==> config.mk <==
export PLATFORM = sky130hd
export DESIGN_NAME = clk_div_ctrl
export DESIGN_NICKNAME = d
export VERILOG_FILES = /design/src/rtl/clk_div_pkg.sv /design/src/rtl/clk_div_counter.sv /design/src/rtl/clk_div_ctrl.sv
export SDC_FILE = /design/constraint.sdc
export NUM_CORES = 1
export LEC_CHECK = 0
export ABC_AREA = 1
export BUFFER_PORTS_ARGS = -buffer_cell sky130_fd_sc_hd__buf_2
export CAP_MARGIN = 40
export CORE_MARGIN = 8
export CORE_UTILIZATION = 40
export DETAILED_ROUTE_END_ITERATION = 16
export GPL_ROUTABILITY_DRIVEN = 0
export GPL_TIMING_DRIVEN = 0
export PLACE_DENSITY = 0.55
export SETUP_SLACK_MARGIN = 0.4
export SYNTH_ARGS = -nofsm -noshare
export SYNTH_HDL_FRONTEND = slang
export SYNTH_SLANG_ARGS = --single-unit
==> constraint.sdc <==
create_clock -name clk_hf -period 5.85 [get_ports clk_hf]
set_clock_uncertainty 0.05 [all_clocks]
set_input_delay 0.2925 -clock clk_hf [delete_from_list [all_inputs] [get_ports clk_hf]]
set_output_delay 0.2925 -clock clk_hf [all_outputs]
set_load 0.005 [all_outputs]
==> src/rtl/clk_div_pkg.sv <==
// Shared types and helpers for the programmable clock-divider controller.
package clk_div_pkg;

    typedef enum logic [1:0] {
        ST_RUN   = 2'd0,
        ST_DRAIN = 2'd1,
        ST_GATED = 2'd2
    } clk_div_state_t;

    localparam int unsigned CLK_DIV_MIN = 2;

    // Ratios below the minimum cannot produce both a low and a high phase.
    function automatic int unsigned clk_div_clamp(input int unsigned val);
        return (val < CLK_DIV_MIN) ? CLK_DIV_MIN : val;
    endfunction

endpackage

==> src/rtl/clk_div_counter.sv <==
// Period counter for clk_div_ctrl: produces the end-of-period enable and a
// registered divided clock, low for ceil(N/2) cycles then high for floor(N/2).
module clk_div_counter
    import clk_div_pkg::*;
#(
    parameter int DIV_W = 8
) (
    input  logic             clk_hf,
    input  logic             rst_n,
    input  logic [DIV_W-1:0] cur_div,
    input  logic             load,
    input  logic             hold,
    output logic             wrap,
    output logic             clk_en,
    output logic             clk_out
);

    logic [DIV_W-1:0] cnt_q;
    logic [DIV_W-1:0] cnt_nxt;
    logic [DIV_W:0]   half;
    logic             clk_out_q;

    assign wrap   = (cnt_q == cur_div - DIV_W'(1));
    assign clk_en = wrap && !hold;

    // One extra bit so the rounding add cannot overflow at the largest ratio.
    assign half = ({1'b0, cur_div} + (DIV_W+1)'(1)) >> 1;

    always_comb begin
        cnt_nxt = cnt_q + DIV_W'(1);
        if (hold || load || wrap) begin
            cnt_nxt = '0;
        end
    end

    always_ff @(posedge clk_hf or negedge rst_n) begin
        if (!rst_n) begin
            cnt_q     <= '0;
            clk_out_q <= 1'b0;
        end else begin
            cnt_q     <= cnt_nxt;
            clk_out_q <= !hold && ({1'b0, cnt_nxt} >= half);
        end
    end

    assign clk_out = clk_out_q;

endmodule

==> src/rtl/clk_div_ctrl.sv <==
// Runtime-programmable clock divider; ratio changes land only on period
// boundaries. Output gating is built only with CLK_DIV_CTRL_GATE_EN defined.
//   state | meaning
//   RUN   | counting at cur_div, may accept a ratio request
//   DRAIN | request captured, finishing the current period at the old ratio
//   GATED | output stopped, counter held at 0 (gating build only)
module clk_div_ctrl
    import clk_div_pkg::*;
#(
    parameter int DIV_W       = 8,
    parameter int DEFAULT_DIV = 4
) (
    input  logic             clk_hf,
    input  logic             rst_n,
    input  logic             div_req,
    input  logic [DIV_W-1:0] div_val,
    output logic             div_ack,
    input  logic             gate_req,
    output logic             gate_ack,
    output logic             clk_en,
    output logic             clk_out,
    output logic [DIV_W-1:0] cur_div,
    output logic             busy
);

    localparam logic [DIV_W-1:0] DEF_DIV = DIV_W'(DEFAULT_DIV);

    clk_div_state_t   state_q, state_nxt;
    logic [DIV_W-1:0] cur_div_q, cur_div_nxt;
    logic [DIV_W-1:0] pend_div_q, pend_div_nxt;
    logic             ack_q, ack_nxt;
    logic [DIV_W-1:0] div_clamped;
    logic             gate_blk;
    logic             accept;
    logic             wrap;
    logic             load;
    logic             hold;

`ifdef CLK_DIV_CTRL_GATE_EN
    assign gate_blk = gate_req;
    assign gate_ack = (state_q == ST_GATED);
`else
    logic unused_gate_req;
    assign unused_gate_req = gate_req;
    assign gate_blk        = 1'b0;
    assign gate_ack        = 1'b0;
`endif

    assign div_clamped = DIV_W'(clk_div_clamp(32'(div_val)));

    // The ack cycle is excluded so a requester that drops div_req on the ack
    // is not taken as a second transaction.
    assign accept = (state_q == ST_RUN) && div_req && !ack_q && !gate_blk;
    assign busy   = (state_q == ST_DRAIN) || accept;
    assign hold   = (state_q == ST_GATED);

    always_comb begin
        state_nxt    = state_q;
        cur_div_nxt  = cur_div_q;
        pend_div_nxt = pend_div_q;
        ack_nxt      = 1'b0;
        load         = 1'b0;
        case (state_q)
            ST_RUN: begin
                if (accept && wrap) begin
                    cur_div_nxt = div_clamped;
                    ack_nxt     = 1'b1;
                    load        = 1'b1;
                end else if (accept) begin
                    pend_div_nxt = div_clamped;
                    state_nxt    = ST_DRAIN;
                end
`ifdef CLK_DIV_CTRL_GATE_EN
                if (gate_req && wrap) begin
                    state_nxt = ST_GATED;
                end
`endif
            end
            ST_DRAIN: begin
                if (wrap) begin
                    cur_div_nxt = pend_div_q;
                    ack_nxt     = 1'b1;
                    load        = 1'b1;
                    state_nxt   = ST_RUN;
                end
            end
`ifdef CLK_DIV_CTRL_GATE_EN
            ST_GATED: begin
                if (!gate_req) begin
                    state_nxt = ST_RUN;
                end
            end
`endif
            default: state_nxt = ST_RUN;
        endcase
    end

    always_ff @(posedge clk_hf or negedge rst_n) begin
        if (!rst_n) begin
            state_q    <= ST_RUN;
            cur_div_q  <= DEF_DIV;
            pend_div_q <= DEF_DIV;
            ack_q      <= 1'b0;
        end else begin
            state_q    <= state_nxt;
            cur_div_q  <= cur_div_nxt;
            pend_div_q <= pend_div_nxt;
            ack_q      <= ack_nxt;
        end
    end

    clk_div_counter #(
        .DIV_W (DIV_W)
    ) u_counter (
        .clk_hf  (clk_hf),
        .rst_n   (rst_n),
        .cur_div (cur_div_q),
        .load    (load),
        .hold    (hold),
        .wrap    (wrap),
        .clk_en  (clk_en),
        .clk_out (clk_out)
    );

    assign cur_div = cur_div_q;
    assign div_ack = ack_q;

endmodule

Word level (Yosys, flattened, before mapping)
Cells that the tools add are included.

storage, ports and cells
  output and inout port bits = 13
  word-level logic and storage cells = 46
  input port bits = 12
  register bits after elaboration = 28

cells by class
  add/sub/neg operators = 3
  equality and inequality tests = 7
  bitwise operators = 1
  magnitude comparators = 2
  reduce and logical (&&, ||, !) cells = 15
  multiplexer cells = 12

operator list
  cell                   number
  $mux W8                4
  $pmux W8 S2            1
  $add A8 B1 Y9 const B  1
  $reduce_and A3 Y1      3
  $add A8 B1 Y8 const B  1
  $eq A8 B8 Y1           1
  $ge A8 B8 Y1           1
  $lt A8 B2 Y1 const B   1
  $sub A8 B1 Y8 const B  1
  $mux W2                3
  $logic_and A1 B1 Y1    5
  $ne A2 B1 Y1 const B   2
  $ne A2 B2 Y1 const B   2
  $pmux W2 S2            1
  $logic_or A1 B1 Y1     3
  $eq A2 B1 Y1 const B   1
  $eq A2 B2 Y1 const B   1
  $logic_not A1 Y1       2
  $logic_not A2 Y1       1
  $mux W1                2
  $pmux W1 S2            1
  $reduce_bool A2 Y1     1
  $not A1 Y1             1

Depth between registers and ports, before layout
  depth in word-level cells = 11
  mapped depth = 19
  depth with buffers taken out = 19

Hierarchy
Synthesis repeated with hierarchy kept, for this count alone.

unflattened totals
  cell total of the unflattened synthesis = 264
  area, all modules = 1940.6 um^2

modules (own cells, without submodules)
  module           cells each  area an instance (um^2)  sequential area each (um^2)  times used
  clk_div_counter  163         1072.3                   225.2                        1
  clk_div_ctrl     101         868.3                    452.9                        1

Worst setup path after synthesis
OpenSTA, ideal clock, no wires.

  path type = reg-to-reg
  start = reg cur_div_q[0] (netlist: cur_div[0])
  end = reg u_counter.clk_out_q (netlist: u_counter.clk_out)
  period minus slack after synthesis = 2.520 ns
  data required time = 5.662 ns
  path slack = 3.330 ns
  cell stages (with the launch flop) = 18
  arrival = 2.333 ns
  path buffers = 1
  library setup time = 0.138 ns
  cell sequence = dfrtp_1 -> inv_2 -> ha_1 -> inv_1 -> nand2_1 -> nand2_1 -> nor2_1 -> nand3_1 -> nor2_1 -> nand3_1 -> nor2_4 -> buf_6 -> nor2_1 -> ha_1 -> a21oi_1 -> o21ai_0 -> nand2_1 -> o2111ai_1

on the way
  cells in the longest elaborated chain, start to end = 10
  elaborated cells on any way between the ends = 12
  those cells by class = add/sub (2); order compare (1); eq/ne (1); mux (4); reduce/logical (4)

RTL lines
  what                      RTL line               source
  from (decl)               clk_div_ctrl.sv:29     logic [DIV_W-1:0] cur_div_q, cur_div_nxt;
  from (signal assigned)    clk_div_ctrl.sv:106    cur_div_q <= cur_div_nxt;
  $sub A8 B1 Y8 (*)         clk_div_counter.sv:23  assign wrap = (cnt_q == cur_div - DIV_W'(1));
  $eq A8 B8 Y1 (*)          clk_div_counter.sv:23
  $logic_and A1 B1 Y1       clk_div_ctrl.sv:65     if (accept && wrap) begin
  $mux W1                   clk_div_ctrl.sv:65
  $pmux W1 S2               clk_div_ctrl.sv:63     case (state_q)
  $logic_or A1 B1 Y1        clk_div_counter.sv:31  if (hold || load || wrap) begin
  $logic_or A1 B1 Y1 (*)    clk_div_counter.sv:31
  $mux W8 (*)               clk_div_counter.sv:31
  net u_counter.cnt_nxt[3]  clk_div_counter.sv:19  logic [DIV_W-1:0] cnt_nxt;
  $ge A8 B8 Y1 (*)          clk_div_counter.sv:42  clk_out_q <= !hold && ({1'b0, cnt_nxt} >= half);
  $logic_and A1 B1 Y1 (*)   clk_div_counter.sv:42
  to (signal assigned)      clk_div_counter.sv:42
  to (decl)                 clk_div_counter.sv:21  logic clk_out_q;

Mark *: on every way through the listed nets, which the timed path passes. The rest lies on a longest branch.
A chain may end at the register's enable or synchronous reset.

Worst setup path in the final report
Ends and elaborated chain as after synthesis.

==> results.yml <==
status:
  status: "finished clean"
hold_path:
  hp-start: "div_val[2]"
  hp-class: "in2reg"
  min_path_cells: 3
  holdPathEnd: "pend_div_q[2]"
clocking:
  cts_resized: 0
  clk_pin_slew_ns: 0.10
  clkLatencyLatePin_ns: 0.28
  cts_buffer_depth: 2
  clock-sinks: 27
  post-cts-setup-buffer-count: 0
  h-tree-depth: 1
  cts_tree: "built"
  cts_inserted_buffers: 3
  cts_root_buffer: "clkbuf_8"
critical_path:
  crit_arrival_ns: 3.17
  path_class: "reg2reg"
  crit_path_end_kind: "register"
  reg2reg_slack_ns: 2.83
  critPathRequiredTime_ns: 6.00
  reg2reg_to: "u_counter.clk_out"
  cp_max_fo: 10
  startpoint_type: "register"
  r2r_cells: 17
  rr_startpoint: "cur_div[0]"
timing:
  slew-limit-headroom_pct: 58.4
  fmax_ghz: 0.331
  hold_viol: 0
  post-route-period-util_pct: 51.7
  rsz0062_at_grt: "no"
  finalMaxSlewViolations: 0
  period_needed_ns: 3.02
  fin_setup_tns_ns: 0
  worst_slew_pin_slew_ns: 0.624
  finalSetupViolations: 0
yosys:
  synth_area_sq_um: 1930
  yosysSeqAreaShare_pct: 35.1
  synth_cell_types: 31
  post_synth.cell_area_avg_sq_um: 7.16
  synth-seq-cells: 27
  synth-edff-count: 0
  synth_top_flop_cell: "dfrtp_1"
  syn_nets: 293
  syn_inst: 270
  yosysWarnings: 0
  async_flop_share_pct: 100
die:
  num_rows: 25
  coreArea_sq_um: 4690
  dieArea_sq_um: 7310
  start_util_pct: 41.2
  die_h_microns: 85.5
  die_w_microns: 85.5
  top_level_ports: 25
job:
  maxCapViolCount: 0
global_route:
  antenna_found_initial: 0
  grt_pass1_vias: 1659
  grt_pass1_wl_microns: 7580
  grt-ovfl-total: 0
  grt_usage_pct: 12.8
  grt_max_degree: 28
detailed_routing:
  drt_iter0_markers: 73
  num_vias: 1684
  ant_nets: 0
  viasPerCell: 4.80
  wl_per_cell_microns: 12.4
  wirelength_microns: 4340
  drc: 0
  firstDrtPassIters: 5
placed_design:
  placed_cells: 346
  port_buffers: 22
  dp_hpwl_microns: 3450
power:
  p_leak_nw: 1.17
  pwr_density_cell_nw_per_um2: 175
  vdd_drop_max_mv: 0.102
final_layout:
  nets: 321
  fillCellCount: 521
  final_cells: 351
  antenna_cells: 0
  layout_commonest_cell: "nand2_1"
  syn2layout_area_growth_pct: 12.0
  drive_above_1_share_pct: 16.2
  mostFrequentLayoutCells: "90 x nand2_1, 27 x inv_1, 25 x nor2_1, 25 x nand3_1, 25 x dfrtp_1"
sequential cells by signal, summed over array words and instances, names as in the netlist:
signal	count
pend_div_q	8
u_counter.clk_out	1
cur_div	8
div_ack	1
state_q	1
u_counter.cnt_q	8
power by group:
| part | total, W | switching (W) | leakage [nW] | internal [W] |
|---|---|---|---|---|
| combinational | 0.0000518 | 0.0000313 | 0.808 | 0.0000205 |
| clock | 0.000111 | 0.0000624 | 0.0228 | 0.0000489 |
| sequential | 0.000216 | 0.00000971 | 0.335 | 0.000207 |
stage by stage:
step | setup WS, ns | area, sq um | hold WS [ns] | utilization [%] | power, W
finish | 2.83 | 2160 | 0.191 | 46.1 | 0.000380
global route | 2.49 | 2160 | 0.199 | 46.1 | 0.000403
CTS | 2.70 | 2160 | 0.190 | 46.1 | 0.000383
detailed placement | 2.74 | 2110 | 0.303 | 45.0 | 0.000272
global placement | 2.73 | 2110 | 0.316 | 45.0 | 0.000272
floorplan | 3.33 | 1930 | -0.0531 | - | 0.000255
metal layers:
layer / routed length, microns / GRT usage (%) / part of all wire [%] / vias up
li1: - / - / - / 903
met1: 2140 / 16.0 / 49 / 758
met2: 2070 / 21.7 / 48 / 21
met3: 104 / 2.10 / 2.4 / 2
met4: 38 / 4.30 / 0.87 / 0
met5: 0 / 0 / 0 / -
logic make-up (layout without fill, tap and decap cells):
kind of cell | after synthesis | after routing | share of synthesized area [%]
xor+xnor | 16 | 16 | 7.25
other cells | 1 | 1 | 0.194
buf+inv | 38 | 65 | 8.87
fa+ha+maj | 11 | 11 | 7.12
flops | 27 | 27 | 35.1
compound gates | 16 | 16 | 4.53
simple gates | 161 | 161 | 36.9
synthesized netlist by cell type (all sizes together) (2+ instances only):
library cell | number | share of area, %
buf | 6 | 2.7
xnor2 | 5 | 2.3
xor2 | 11 | 5.0
dfstp | 2 | 2.7
nand3 | 27 | 7.5
inv | 31 | 6.0
o21ai | 9 | 2.3
nor2 | 29 | 6.9
nand2 | 93 | 18
ha | 11 | 7.1
a21oi | 4 | 1.0
dfrtp | 25 | 32
nor3 | 4 | 1.0
nand4 | 5 | 1.9
layout make-up:
cell class                      count  area [sq um]  share of cell area, %
Multi-Input combinational cell    205          1080                   50.0
Tap cell                           54          67.6                   3.12
Timing Repair Buffer               23           120                   5.55
Buffer                              7          55.1                   2.54
Clock buffer                        4          45.0                   2.08
Inverter                           31           116                   5.38
Sequential cell                    27           678                   31.3
what timing repair did:
item,in CTS,in global routing
hold buffers,1,0
endpoints found under the hold margin,4,0
endpoints found under the setup margin,0,0
worst max-delay path, cell delays in order, from the launching register on:
cell       delay, ns
dfrtp_1         0.46
inv_2           0.13
ha_1            0.38
inv_1           0.07
nand2_1         0.06
nand2_1         0.04
nor2_1          0.13
nand3_1         0.08
nor2_1          0.12
nand3_1         0.12
nor2_4          0.23
buf_6           0.19
nor2_1          0.07
ha_1            0.29
nand2_1         0.07
nor2_1          0.18
nand4_1         0.14
o2111ai_1       0.12
worst max path at each step:
stage                         to  depth (start not counted)        from
2_1_floorplan  u_counter.clk_out                         17  cur_div[0]
3_3_place_gp   u_counter.clk_out                         17  cur_div[0]
3_5_place_dp   u_counter.clk_out                         17  cur_div[0]
4_1_cts        u_counter.clk_out                         17  cur_div[0]
5_1_grt        u_counter.clk_out                         17  cur_div[1]
6_report       u_counter.clk_out                         17  cur_div[0]
Power figures use the tool's default switching activity.
